### src/rtl/riscv_pkg.sv
// Shared RV32 definitions: load/store funct3 sizes, opcodes, and the memory
// port arbiter's state encoding.
package riscv_pkg;

  localparam logic [2:0] F3_B  = 3'b000;
  localparam logic [2:0] F3_H  = 3'b001;
  localparam logic [2:0] F3_W  = 3'b010;
  localparam logic [2:0] F3_BU = 3'b100;
  localparam logic [2:0] F3_HU = 3'b101;

  localparam logic [6:0] OP_LOAD   = 7'b0000011;
  localparam logic [6:0] OP_STORE  = 7'b0100011;
  localparam logic [6:0] OP_OPIMM  = 7'b0010011;
  localparam logic [6:0] OP_OP     = 7'b0110011;
  localparam logic [6:0] OP_LUI    = 7'b0110111;
  localparam logic [6:0] OP_AUIPC  = 7'b0010111;
  localparam logic [6:0] OP_BRANCH = 7'b1100011;
  localparam logic [6:0] OP_JAL    = 7'b1101111;
  localparam logic [6:0] OP_JALR   = 7'b1100111;

  typedef enum logic [1:0] {
    ST_IDLE = 2'd0,
    ST_BUS  = 2'd1,
    ST_RESP = 2'd2
  } arb_state_t;

  // Encodings with no load/store meaning; stores have no unsigned variants.
  function automatic logic f3_illegal(input logic [2:0] f3, input logic we);
    return (f3 == 3'b011) || (f3[2:1] == 2'b11) || (we && f3[2]);
  endfunction

endpackage

### src/rtl/mem_lane_align.sv
// Byte-lane steering for one 32-bit bus word: byte enables, store lane
// replication, load extraction/extension and the natural-alignment check.
module mem_lane_align
  import riscv_pkg::*;
(
  input  logic [2:0]  funct3,
  input  logic [1:0]  addr_lo,
  input  logic [31:0] wdata,
  input  logic [31:0] mem_rdata,
  output logic [3:0]  be,
  output logic [31:0] wdata_rep,
  output logic [31:0] rdata_ext,
  output logic        misalign
);

  logic [31:0] shifted;

  assign shifted = mem_rdata >> {addr_lo, 3'b000};

  always_comb begin
    be       = 4'b0000;
    misalign = 1'b0;
    case (funct3[1:0])
      2'b00: be = 4'b0001 << addr_lo;
      2'b01: begin
        be       = 4'b0011 << addr_lo;
        misalign = addr_lo[0];
      end
      2'b10: begin
        be       = 4'b1111;
        misalign = (addr_lo != 2'b00);
      end
      default: be = 4'b0000;
    endcase
  end

  // Each lane carries the store byte that would land there at any legal offset.
  for (genvar gi = 0; gi < 4; gi++) begin : g_lane
    assign wdata_rep[8*gi +: 8] = (funct3[1:0] == 2'b00) ? wdata[7:0] :
                                  (funct3[1:0] == 2'b01) ? wdata[8*(gi%2) +: 8] :
                                                           wdata[8*gi +: 8];
  end

  always_comb begin
    case (funct3)
      F3_B:    rdata_ext = {{24{shifted[7]}}, shifted[7:0]};
      F3_H:    rdata_ext = {{16{shifted[15]}}, shifted[15:0]};
      F3_BU:   rdata_ext = {24'b0, shifted[7:0]};
      F3_HU:   rdata_ext = {16'b0, shifted[15:0]};
      default: rdata_ext = shifted;
    endcase
  end

endmodule

### src/rtl/mem_port_arbiter.sv
// Round-robin sharing of the single memory port between instruction fetch and
// data load/store, one handshaked bus transaction at a time with timeout.
module mem_port_arbiter
  import riscv_pkg::*;
#(
  parameter int ADDR_W  = 32,
  parameter int TIMEOUT = 255
) (
  input  logic              iClk,
  input  logic              nRst,
  input  logic              iIF_Req,
  input  logic [ADDR_W-1:0] iIF_Addr,
  output logic [31:0]       oIF_Data,
  output logic              oIF_Rdy,
  output logic              oIF_Err,
  input  logic              iD_Req,
  input  logic              iD_We,
  input  logic [2:0]        iD_Funct3,
  input  logic [ADDR_W-1:0] iD_Addr,
  input  logic [31:0]       iD_WData,
  output logic [31:0]       oD_RData,
  output logic              oD_Rdy,
  output logic              oD_Err,
  output logic              oMemReq,
  output logic              oMemWe,
  output logic [ADDR_W-1:0] oMemAddr,
  output logic [3:0]        oMemBE,
  output logic [31:0]       oMemWData,
  input  logic [31:0]       iMemRData,
  input  logic              iMemAck
);

  localparam logic [7:0] TO_LAST = 8'(TIMEOUT - 1);

  arb_state_t        state_reg, state_next;
  logic              last_data_reg;
  logic              gnt_data_reg;
  logic [ADDR_W-1:0] addr_reg;
  logic [2:0]        f3_reg;
  logic              we_reg;
  logic [31:0]       wdata_reg;
  logic [7:0]        cnt_reg;
  logic              err_reg;
  logic [31:0]       if_data_reg;
  logic [31:0]       d_rdata_reg;

  logic              any_req, grant_data, req_illegal, timeout_hit, in_bus;
  logic [ADDR_W-1:0] sel_addr;
  logic [2:0]        sel_f3;
  logic              sel_we;
  logic [31:0]       sel_wdata;
  logic [2:0]        al_f3;
  logic [1:0]        al_addr;
  logic [3:0]        al_be;
  logic [31:0]       al_wdata, al_rdata;
  logic              al_misalign;

  assign any_req    = iIF_Req | iD_Req;
  assign grant_data = iD_Req & (~iIF_Req | ~last_data_reg);
  // A fetch is steered through the lane logic as an aligned word load.
  assign sel_addr   = grant_data ? iD_Addr : iIF_Addr;
  assign sel_f3     = grant_data ? iD_Funct3 : F3_W;
  assign sel_we     = grant_data & iD_We;
  assign sel_wdata  = grant_data ? iD_WData : 32'b0;

  // The one lane aligner checks the incoming request in IDLE, the latched one later.
  assign al_f3   = (state_reg == ST_IDLE) ? sel_f3 : f3_reg;
  assign al_addr = (state_reg == ST_IDLE) ? sel_addr[1:0] : addr_reg[1:0];

  mem_lane_align u_align (
    .funct3    (al_f3),
    .addr_lo   (al_addr),
    .wdata     (wdata_reg),
    .mem_rdata (iMemRData),
    .be        (al_be),
    .wdata_rep (al_wdata),
    .rdata_ext (al_rdata),
    .misalign  (al_misalign)
  );

  assign req_illegal = al_misalign | (grant_data & f3_illegal(sel_f3, sel_we));
  assign timeout_hit = (cnt_reg == TO_LAST);

  always_comb begin
    state_next = state_reg;
    case (state_reg)
      ST_IDLE: if (any_req) state_next = req_illegal ? ST_RESP : ST_BUS;
      ST_BUS:  if (iMemAck || timeout_hit) state_next = ST_RESP;
      ST_RESP: state_next = ST_IDLE;
      default: state_next = ST_IDLE;
    endcase
  end

  always_ff @(posedge iClk or negedge nRst) begin
    if (!nRst) begin
      state_reg     <= ST_IDLE;
      last_data_reg <= 1'b1;
      gnt_data_reg  <= 1'b0;
      addr_reg      <= '0;
      f3_reg        <= 3'b0;
      we_reg        <= 1'b0;
      wdata_reg     <= 32'b0;
      cnt_reg       <= 8'd0;
      err_reg       <= 1'b0;
      if_data_reg   <= 32'b0;
      d_rdata_reg   <= 32'b0;
    end else begin
      state_reg <= state_next;
      case (state_reg)
        ST_IDLE: begin
          cnt_reg <= 8'd0;
          if (any_req) begin
            last_data_reg <= grant_data;
            gnt_data_reg  <= grant_data;
            addr_reg      <= sel_addr;
            f3_reg        <= sel_f3;
            we_reg        <= sel_we;
            wdata_reg     <= sel_wdata;
            err_reg       <= req_illegal;
            if (req_illegal) begin
              if (grant_data) d_rdata_reg <= 32'b0;
              else            if_data_reg <= 32'b0;
            end
          end
        end
        ST_BUS: begin
          cnt_reg <= cnt_reg + 8'd1;
          if (iMemAck || timeout_hit) begin
            err_reg <= ~iMemAck;
            if (gnt_data_reg) d_rdata_reg <= iMemAck ? al_rdata : 32'b0;
            else              if_data_reg <= iMemAck ? al_rdata : 32'b0;
          end
        end
        default: cnt_reg <= 8'd0;
      endcase
    end
  end

  assign in_bus    = (state_reg == ST_BUS);
  assign oMemReq   = in_bus;
  assign oMemWe    = in_bus & we_reg;
  assign oMemAddr  = in_bus ? {addr_reg[ADDR_W-1:2], 2'b00} : '0;
  assign oMemBE    = in_bus ? al_be : 4'b0000;
  assign oMemWData = in_bus ? al_wdata : 32'b0;

  assign oIF_Rdy  = (state_reg == ST_RESP) & ~gnt_data_reg;
  assign oD_Rdy   = (state_reg == ST_RESP) & gnt_data_reg;
  assign oIF_Err  = oIF_Rdy & err_reg;
  assign oD_Err   = oD_Rdy & err_reg;
  assign oIF_Data = if_data_reg;
  assign oD_RData = d_rdata_reg;

endmodule

### config.mk
export PLATFORM = sky130hd
export DESIGN_NAME = mem_port_arbiter
export DESIGN_NICKNAME = d
export VERILOG_FILES = /design/src/rtl/riscv_pkg.sv /design/src/rtl/mem_lane_align.sv /design/src/rtl/mem_port_arbiter.sv
export SDC_FILE = /design/constraint.sdc
export NUM_CORES = 1
export LEC_CHECK = 0
export CORE_ASPECT_RATIO = 0.7
export CORE_MARGIN = 3
export CORE_UTILIZATION = 46
export CTS_BUF_LIST = sky130_fd_sc_hd__clkbuf_4
export CTS_CLUSTER_DIAMETER = 40
export DETAILED_ROUTE_END_ITERATION = 8
export PLACE_DENSITY = 0.82
export SYNTH_ARGS = -nofsm -noshare
export SYNTH_HDL_FRONTEND = slang
export SYNTH_SLANG_ARGS = --single-unit
### constraint.sdc
create_clock -name iClk -period 3.75 [get_ports iClk]
set_clock_uncertainty 0.1 [all_clocks]
set_input_delay 0.375 -clock iClk [delete_from_list [all_inputs] [get_ports iClk]]
set_output_delay 0.375 -clock iClk [all_outputs]
set_load 0.05 [all_outputs]
# --- Yosys cells after proc, flatten, opt, wreduce, memory -nomap -nowiden ---
# Index checks and enable logic that the tools add are counted.
totals:
  register_bits: 145
  inputBits: 137
  out_inout_bits: 138
op_classes:
  addsub: 1
  n_eq_ne: 17
  shift: 3
  mux: 37
  bitwise: 15
  reduce_logical: 14
op_table:
  columns: ["operator", "count"]
  rows:
  - ["two-way mux 32 bit", 15]
  - ["case mux 32 bit (2 select lines)", 2]
  - ["case mux 32 bit (4 select lines)", 1]
  - ["two-way mux 8 bit", 6]
  - [">> shifter 32 x 5 -> 32 bit", 1]
  - ["inequality test 2 bit (second input constant)", 6]
  - ["case mux 4 bit (3 select lines)", 1]
  - ["AND reduction 6 bit", 2]
  - ["adder 8 x 1 -> 8 bit (second input constant)", 1]
  - ["bitwise AND 1 bit", 8]
  - ["equality test 8 bit (second input constant)", 1]
  - ["two-way mux 2 bit", 4]
  - ["equality test 2 bit (second input constant)", 3]
  - ["equality test 3 bit (second input constant)", 2]
  - ["two-way mux 3 bit", 2]
  - ["equality test 2 x 1 -> 1 bit (second input constant)", 2]
  - ["zero test 2 bit", 2]
  - ["two-way mux 4 bit", 1]
  - ["inverter 1 bit", 4]
  - ["case mux 1 bit (2 select lines)", 2]
  - ["case mux 2 bit (2 select lines)", 1]
  - ["AND reduction 2 bit", 2]
  - ["nonzero test 2 bit", 2]
  - ["<< shifter 1 x 2 -> 4 bit (first input constant)", 1]
  - ["10 further kinds", 15]

# --- Depth between registers and ports, before layout ---
depth:
  ltp_word: 12
  mapped_depth: 15
  ltp_nobuf: 12

# --- Hierarchy ---
# A second synthesis with hierarchy kept.
hier_totals:
  hier_cells: 740
  hier_area_um2: 7992.7
modules_own_cells:
  columns: ["mod", "n_inst", "cells_each", "area_each_um2", "seq_area_each_um2"]
  rows:
  - ["mem_port_arbiter", 1, 553, 6683.9, 3629.7]
  - ["mem_lane_align", 1, 187, 1308.8, 0.0]

# --- Least setup slack after synthesis ---
# Ideal clock, no wire load.
synth_timing:
  path_type: "register -> output"
  start: "register last_data_reg"
  end: "output oMemWData[16]"
  arrival_time_ns: 2.846
  slack_ns: 0.429
  stages_incl_launch_ff: 11
  n_path_buf: 2
  cell_sequence: "dfstp_2 a21bo_2 buf_6 nor2_1 nand2_1 o21ai_1 ha_1 buf_1 nor2_1 nand2_1 a21oi_1"
synth_between:
  elab_chain_cells: 9
synth_rtl:
  columns: ["item", "line_no", "rtl"]
  rows:
  - ["start: declaration", "mem_port_arbiter.sv:36", "logic last_data_reg;"]
  - ["start signal: assignment", "mem_port_arbiter.sv:113", "last_data_reg <= grant_data;"]
  - ["inverter 1 bit (*)", "mem_port_arbiter.sv:59", "assign grant_data = iD_Req & (~iIF_Req | ~last_data_reg);"]
  - ["OR 1 bit (*)", "mem_port_arbiter.sv:59", null]
  - ["bitwise AND 1 bit (*)", "mem_port_arbiter.sv:59", null]
  - ["two-way mux 3 bit (*)", "mem_port_arbiter.sv:62", "assign sel_f3 = grant_data ? iD_Funct3 : F3_W;"]
  - ["two-way mux 3 bit (*)", "mem_port_arbiter.sv:67", "assign al_f3 = (state_reg == ST_IDLE) ? sel_f3 : f3_reg;"]
  - ["equality test 2 x 1 -> 1 bit", null, null]
  - ["two-way mux 8 bit", "mem_lane_align.sv:40", "(funct3[1:0] == 2'b01) ? wdata[8*(gi%2) +: 8] :"]
  - ["two-way mux 8 bit (*)", "mem_lane_align.sv:39", "assign wdata_rep[8*gi +: 8] = (funct3[1:0] == 2'b00) ? wdata[7:0] :"]
  - ["two-way mux 32 bit (*)", "mem_port_arbiter.sv:144", "assign oMemWData = in_bus ? al_wdata : 32'b0;"]
  - ["end: declaration", "mem_port_arbiter.sv:28", "output logic [31:0] oMemWData,"]
# Every way passes the cells marked *; elsewhere a longest branch is shown, timed or not.

# --- Worst setup path after layout ---
layout_timing:
  start: "register state_reg[0]"
  end: "output oMemWData[24]"
layout_between:
  elab_chain_cells: 6
layout_rtl:
  columns: ["item", "line_no", "rtl"]
  rows:
  - ["start: declaration", "mem_port_arbiter.sv:35", "arb_state_t state_reg, state_next;"]
  - ["start signal: assignment", "mem_port_arbiter.sv:108", "state_reg <= state_next;"]
  - ["zero test 2 bit", "mem_port_arbiter.sv:67", null]
  - ["two-way mux 3 bit", "mem_port_arbiter.sv:67", null]
  - ["equality test 2 x 1 -> 1 bit", null, null]
  - ["two-way mux 8 bit", "mem_lane_align.sv:40", null]
  - ["two-way mux 8 bit", "mem_lane_align.sv:39", null]
  - ["two-way mux 32 bit (*)", "mem_port_arbiter.sv:144", null]
# Marks and branches as above.

==> reports/summary.md <==
Dividing total power by cell area gives a power density of 910 nW/um2. The die is 113 um tall. The number of top-level pins is 275.

The number of flops mapped to enable cells by yosys is 0, and the fraction of layout instances using a drive strength above 1 is 0.157. The register-to-register path setup slack was 450 ps; the horizontal extent of the die was 159 um. The completed layout was analyzed and its total power is 10.4 mW. The share of the yosys chip area belonging to registers was 0.483.

The achievable frequency was 0.286 GHz. Tracing the worst setup path back leads to its startpoint at state_reg[0]. Setup violations remaining at the end of the flow were counted as 0. The cell sitting at the root of the clock tree is a clkbuf_4.

Number of vias per cell: 5.57. Counting along the longest clock path gives a buffer depth of 2. Max-cap violations in this run came to 0. The final cycle utilization of the critical path is 0.932.

The flow ran to the end, and the final reports show no timing, DRC or antenna violations. Wire length per cell: 18.8 um. The largest voltage drop on the vdd net was 0.554 mV; the largest net degree at the start of global routing was 77. The sort of element at the start of the critical path was a register. The tools report the area inside the core boundary as 15700 um2.

The first routing iteration left 580 violations. At the end of the flow, the number of nets in the layout was 1165. The first global-routing pass estimated 37600 um of wire. The final hold violation count came out at 0.

The post-synthesis cell type count was 60. The via count of the first global-routing pass was 6777; the number of placement rows was 38. The library cells used most frequently in the layout, excluding fill and tap cells, are clkdlybuf4s50_1 (203), dfrtp_1 (144), nand2_1 (118), o21ai_0 (86), buf_12 (65). The die covers 17900 um2. For this run, the detailed router's first-pass iteration total came to 5. Routability-driven placement finished with a final weighted congestion of 0.970. Summing all flip-flop and latch instances after layout gives 3630 um2.

The worst register-to-register path ends at oD_RData[16]. Summing over every cut layer, the via total after detailed routing is 6997. Reg-to-reg startpoint: state_reg[0].

Leaving out fill and tap cells, the most frequent cell in the layout is clkdlybuf4s50_1. In the synthesized netlist the dominant register cell turns out to be dfrtp_1. The half-perimeter wire length of the detailed placement result was 18100 um; the setup TNS was 0 ps. After clock tree synthesis, the clock-pin slew on the worst setup and hold paths is 150 ps.

The share of synthesized registers carrying an async set or reset was 1.00; the fill cell total of the finished layout was 1162. The fraction of power consumed by combinational cells was 0.658. In this run the tool buffered the top-level ports with 272 buffer cells.

Summed over all cells, the static leakage comes to 4.93 nW. During synthesis, Yosys emitted a total of 0 warnings. The synthesized cell area was 7520 um2.

The path type of the worst setup path was register to output port. For the clock net sink count, the log shows 145. The starting density of the core was 0.478; the post-CTS repair timing setup buffer count was 0.

For the worst-skew pair, the clock arrives at the later sink with an insertion delay of 510 ps. The tools report the DRC violation count after routing as 0. Critical path data arrival time: 3020 ps. The depth of the CTS H-tree is 4. The clock period could shrink to 3490 ps. The clock group share of total power was 0.088; the number of buffers added by the clock tree synthesis step was 17. At the pin with the least slew margin, the transition time is 820 ps. The run gives 0 as the final count of pins violating max slew. Setup repair after global routing left no endpoint under its margin. Summed over all nets, the switching power comes to 5.36 mW.

Compared with the post-synthesis result, the final layout area differs by 51.5%. The tools report the critical path endpoint category as an output port. The logs give 3270 ps for the required time at the endpoint of the critical path and 3620 um2 for the combined area of the multi-input logic cells. In this run the worst path has a maximum fanout of 21. The tools report the capturing instance or port of the critical path as oMemWData[24].

After synthesis the netlist holds a flip-flop and latch count of 145. TritonCTS built the clock tree. The number of routed nets with antenna violations was 0; the internal power summed over all cells was 5.01 mW. The tools report the initial antenna violation count as 2.

The net switching share of the total power was 0.517. After global routing the overflow that remains totals 0. Depth of the worst register-to-register path: 11. Worst min-delay path category: input port to async pin. The logs give 0.451 for the headroom to the max-slew limit and 0.254 for the sequential cell fraction of total power.

Averaged over all synthesized cells, the footprint is 9.88 um2. For this block, the routed nets add up to 23700 um of wire. The total routing usage reported by global routing was 0.263.

Counting every instance in the synthesized netlist gives 761.
[cells by family (layout without fill, tap and decap cells)]
family                     after synthesis  in the layout  share of synthesized area
buffers and inverters                   67            340                     0.0389
adders and majority gates                6              6                    0.00998
AOI/OAI and AO/OA                      237            237                      0.228
xor gates and xnor gates                 6              6                    0.00699
other                                    1              4                   0.000499
and+or+nand+nor                        230            230                      0.140
DFF                                    145            145                      0.483
muxes                                   69             69                     0.0930
[Yosys cell counts, types with 2 or more instances]
master / instances / area [um2]
o21ai_0: 87 / 435
nor2_2: 2 / 12.5
o41ai_2: 10 / 163
a22oi_1: 3 / 22.5
xor2_1: 5 / 43.8
o2bb2ai_1: 7 / 61.3
o211ai_1: 7 / 52.6
buf_4: 2 / 15.0
a21oi_1: 39 / 195
nor3_1: 2 / 10.0
a32o_1: 14 / 140
nand3_1: 3 / 15.0
o31ai_1: 3 / 22.5
o41ai_1: 8 / 70.1
buf_2: 3 / 15.0
dfrtp_1: 144 / 3600
clkbuf_1: 37 / 139
and2_1: 45 / 282
nor2_1: 44 / 165
ha_1: 6 / 75.1
a211oi_1: 2 / 15.0
buf_6: 4 / 45.0
o22ai_1: 2 / 12.5
a21o_1: 3 / 22.5
nand2b_1: 3 / 18.8
a22o_1: 35 / 307
buf_1: 14 / 52.6
and3_1: 2 / 12.5
mux2i_1: 62 / 621
inv_1: 7 / 26.3
nand2_1: 118 / 443
nand4_1: 2 / 12.5
a31oi_1: 3 / 18.8
mux2_2: 7 / 78.8
[per-layer routing]
layer / part of all wire / wire length (um) / GRT usage
met1: 0.45 / 10600 / 0.376
met2: 0.45 / 10600 / 0.402
met3: 0.093 / 2210 / 0.0783
met4: 0.012 / 292 / 0.0554
met5: 0 / 0 / 0
[worst min path at each step]
stage / depth (start not counted) / slack, ps / end / startpoint
2_1_floorplan: 0 / -20 / addr_reg[0] / nRst
3_3_place_gp: 1 / 340 / oD_RData[2] / nRst
3_5_place_dp: 1 / 340 / oD_RData[0] / nRst
4_1_cts: 2 / 300 / wdata_reg[19] / iD_WData[19]
5_1_grt: 2 / 290 / wdata_reg[7] / iD_WData[7]
6_report: 2 / 330 / oD_RData[5] / nRst
[power groups by stage]
stage	clock [mW]	sequential (mW)	combinational (mW)
2_1_floorplan	0	3.55	3.33
3_3_place_gp	0	2.64	6.67
3_5_place_dp	0	2.66	6.80
4_1_cts	0.939	2.63	6.82
5_1_grt	1.01	2.71	7.24
6_report	0.910	2.63	6.83
[stage by stage]
step	worst slack [ps]	area (um2)	utilization	cells	hold slack, ps
after global placement	201	11100	0.707	1222	342
final	255	11400	0.724	1257	333
after CTS	120	11400	0.724	1255	303
after floorplan	429	7530	-	762	-20.6
after detailed placement	15.0	11100	0.707	1222	342
after global routing	12.0	11400	0.724	1256	292
[critical path, stage by stage, from the launching register on]
cell and delay, ps:
dfrtp_1 500, nor2_2 390, nand2_1 90, o21ai_1 270, buf_4 210, ha_1 210, buf_12 200, mux2i_1 200
nor2_1 60, a21oi_1 140, nor2_1 90, buf_12 170
[cell type report]
class	count	area share
Multi-Input combinational cell	550	0.318
Inverter	7	0.00231
Clock inverter	15	0.0108
Antenna cell	2	0.000439
Timing Repair Buffer	301	0.315
Clock buffer	17	0.0112
Sequential cell	145	0.319
Tap cell	220	0.0242
[repair_timing]
action                                 in CTS  in global routing
resized for setup                           0                  1
setup endpoints to repair                   0                  8
endpoints found under the hold margin      74                  0
hold buffers                                1                  0
Note: power is estimated with default switching activity, not from simulation.
==> RTL change (same settings) <==
Remove the case item `2'b00` of the case on `funct3[1:0]`.
--- a/src/rtl/mem_lane_align.sv
+++ b/src/rtl/mem_lane_align.sv
@@ -22,5 +22,4 @@
     misalign = 1'b0;
     case (funct3[1:0])
-      2'b00: be = 4'b0001 << addr_lo;
       2'b01: begin
         be       = 4'b0011 << addr_lo;
Formal check against the unedited RTL: not equivalent (Yosys sat finds a counterexample within 4 cycles, from zero or initial values and one cycle with nRst low).
==> RTL change against the original RTL <==
Area after synthesis fell by 1.5%; power fell by 5.4%; setup slack improved by 0.027 ns; design area fell by 5.6%; sequential cell count did not move; global-route usage fell by 0.52 points; routed wire length fell by 1.1%; via count rose by 1.8%; critical endpoint is now oMemWData[30]; highest routed layer is now met5.
==> RTL change: results (changes against the original RTL) <==
[pwr]
power_switching_share_pct=51.7  ; about the same
worst_ir_drop_vdd_v=0.000531  ; was 0.000554 V
comb_power_share_pct=63.3  ; was 65.8%
reported_clock_group_power_w=0.000995  ; was 0.000910 W

[logic_synthesis]
synthTopCellsByCount=sky130_fd_sc_hd__dfrtp_1 (144), sky130_fd_sc_hd__nand2_1 (121), sky130_fd_sc_hd__nor2_1 (77), sky130_fd_sc_hd__a22o_1 (60), sky130_fd_sc_hd__clkbuf_1 (48)  ; was sky130_fd_sc_hd__dfrtp_1 (144), sky130_fd_sc_hd__nand2_1 (118), sky130_fd_sc_hd__o21ai_0 (87), sky130_fd_sc_hd__mux2i_1 (62), sky130_fd_sc_hd__and2_1 (45)
synth-xor-area-share_pct=0.709  ; was 0.699%
synth.yosys.seq_area_share_pct=49.0  ; was 48.3%
synthMuxAreaShare_pct=5.32  ; was 9.30%
synthAdderAreaFrac_pct=1.18  ; was 0.998%
synth_area_in_compound_gates_pct=22.4  ; was 22.8%
synth.top_cells.by_area=sky130_fd_sc_hd__dfrtp_1 (49%), sky130_fd_sc_hd__a22o_1 (7.1%), sky130_fd_sc_hd__nand2_1 (6.1%), sky130_fd_sc_hd__mux2i_1 (5.1%), sky130_fd_sc_hd__nor2_1 (3.9%)  ; was sky130_fd_sc_hd__dfrtp_1 (48%), sky130_fd_sc_hd__mux2i_1 (8.3%), sky130_fd_sc_hd__nand2_1 (5.9%), sky130_fd_sc_hd__o21ai_0 (5.8%), sky130_fd_sc_hd__a22o_1 (4.1%)

[global_routing]
first_pass_grt_wire_length_microns=36100  ; was 37,600 microns
use_met2_pct=39.4  ; was 40.2%

[place]
place.gp.congestion=0.919  ; was 0.970
dp_slack_ns=0.0714  ; was 0.0150 ns
placement.cell_area_sq_mm=0.0104  ; was 0.0111 sq mm

[layout]
nNonClkBuffers=299  ; was 301
inverters_excl_clock=11  ; was 7
insertedDiodeCount=0  ; was 2
postLayoutCellArea_sq_mm=0.0108  ; was 0.0114 sq mm
postLayoutCoreUtil_pct=68.8  ; was 72.4%

[route]
detail_route.wl_per_cell_microns=18.7  ; was 18.8 microns
met3_wire_len_microns=2390  ; was 2210 microns
detail_route.vias_per_cell=5.71  ; was 5.57
top_routing_layer_in_use=met5  ; was met4
met1_wire_length_microns=10100  ; was 10,600 microns
drt_iter0_drc=579  ; was 580
met2_wirelength_microns=10500  ; was 10,600 microns

[critical_path]
timing.critical_path.arrival_ns=2.99  ; was 3.02 ns
reg2regPathDepth=14  ; was 11
crit_path_top_delay_cell=sky130_fd_sc_hd__dfrtp_2  ; was sky130_fd_sc_hd__dfrtp_1
endpoint=oMemWData[30]  ; was oMemWData[24]

[sta]
timing.fmax_ghz=0.288  ; was 0.286 GHz
fin_worst_hold_slack_ns=0.271  ; was 0.333 ns
max_slew.worst_pin.slew_ns=0.752  ; was 0.820 ns

[outcome]
run_status=finished clean  ; unchanged

[min_path]
hold_class=primary input to flop  ; was primary input to async pin

[RTL change: cell count changes in the layout (fill, tap and decap cells not counted), sizes merged, moves of 7 or more]
cell and delta:
a21o +14, a21oi -12, a22o +25, a31oi +29, a32o +8, mux2 -7
mux2i -23, nand3 +9, nor2 +30, o21ai -41, o2bb2ai -8, o41ai -18
[RTL change: what timing repair did]
item | 4_1_cts | 5_1_grt
setup buffers | 0 | 1
hold endpoints to repair | 80 | 0
hold buffers | 1 | 0
gates resized for setup | 2 | 6
pin swaps | 0 | 1
setup endpoints to repair | 9 | 24
[RTL change: worst max-delay path, delay by kind of cell, from the launching register on]
| kind | cells | cell delay, ns |
|---|---|---|
| buffers and inverters | 2 | 0.34 |
| muxes | 1 | 0.20 |
| and+or+nand+nor | 4 | 0.85 |
| AOI/OAI and AO/OA | 2 | 0.32 |
| adders and majority gates | 1 | 0.25 |
| DFF | 1 | 0.50 |
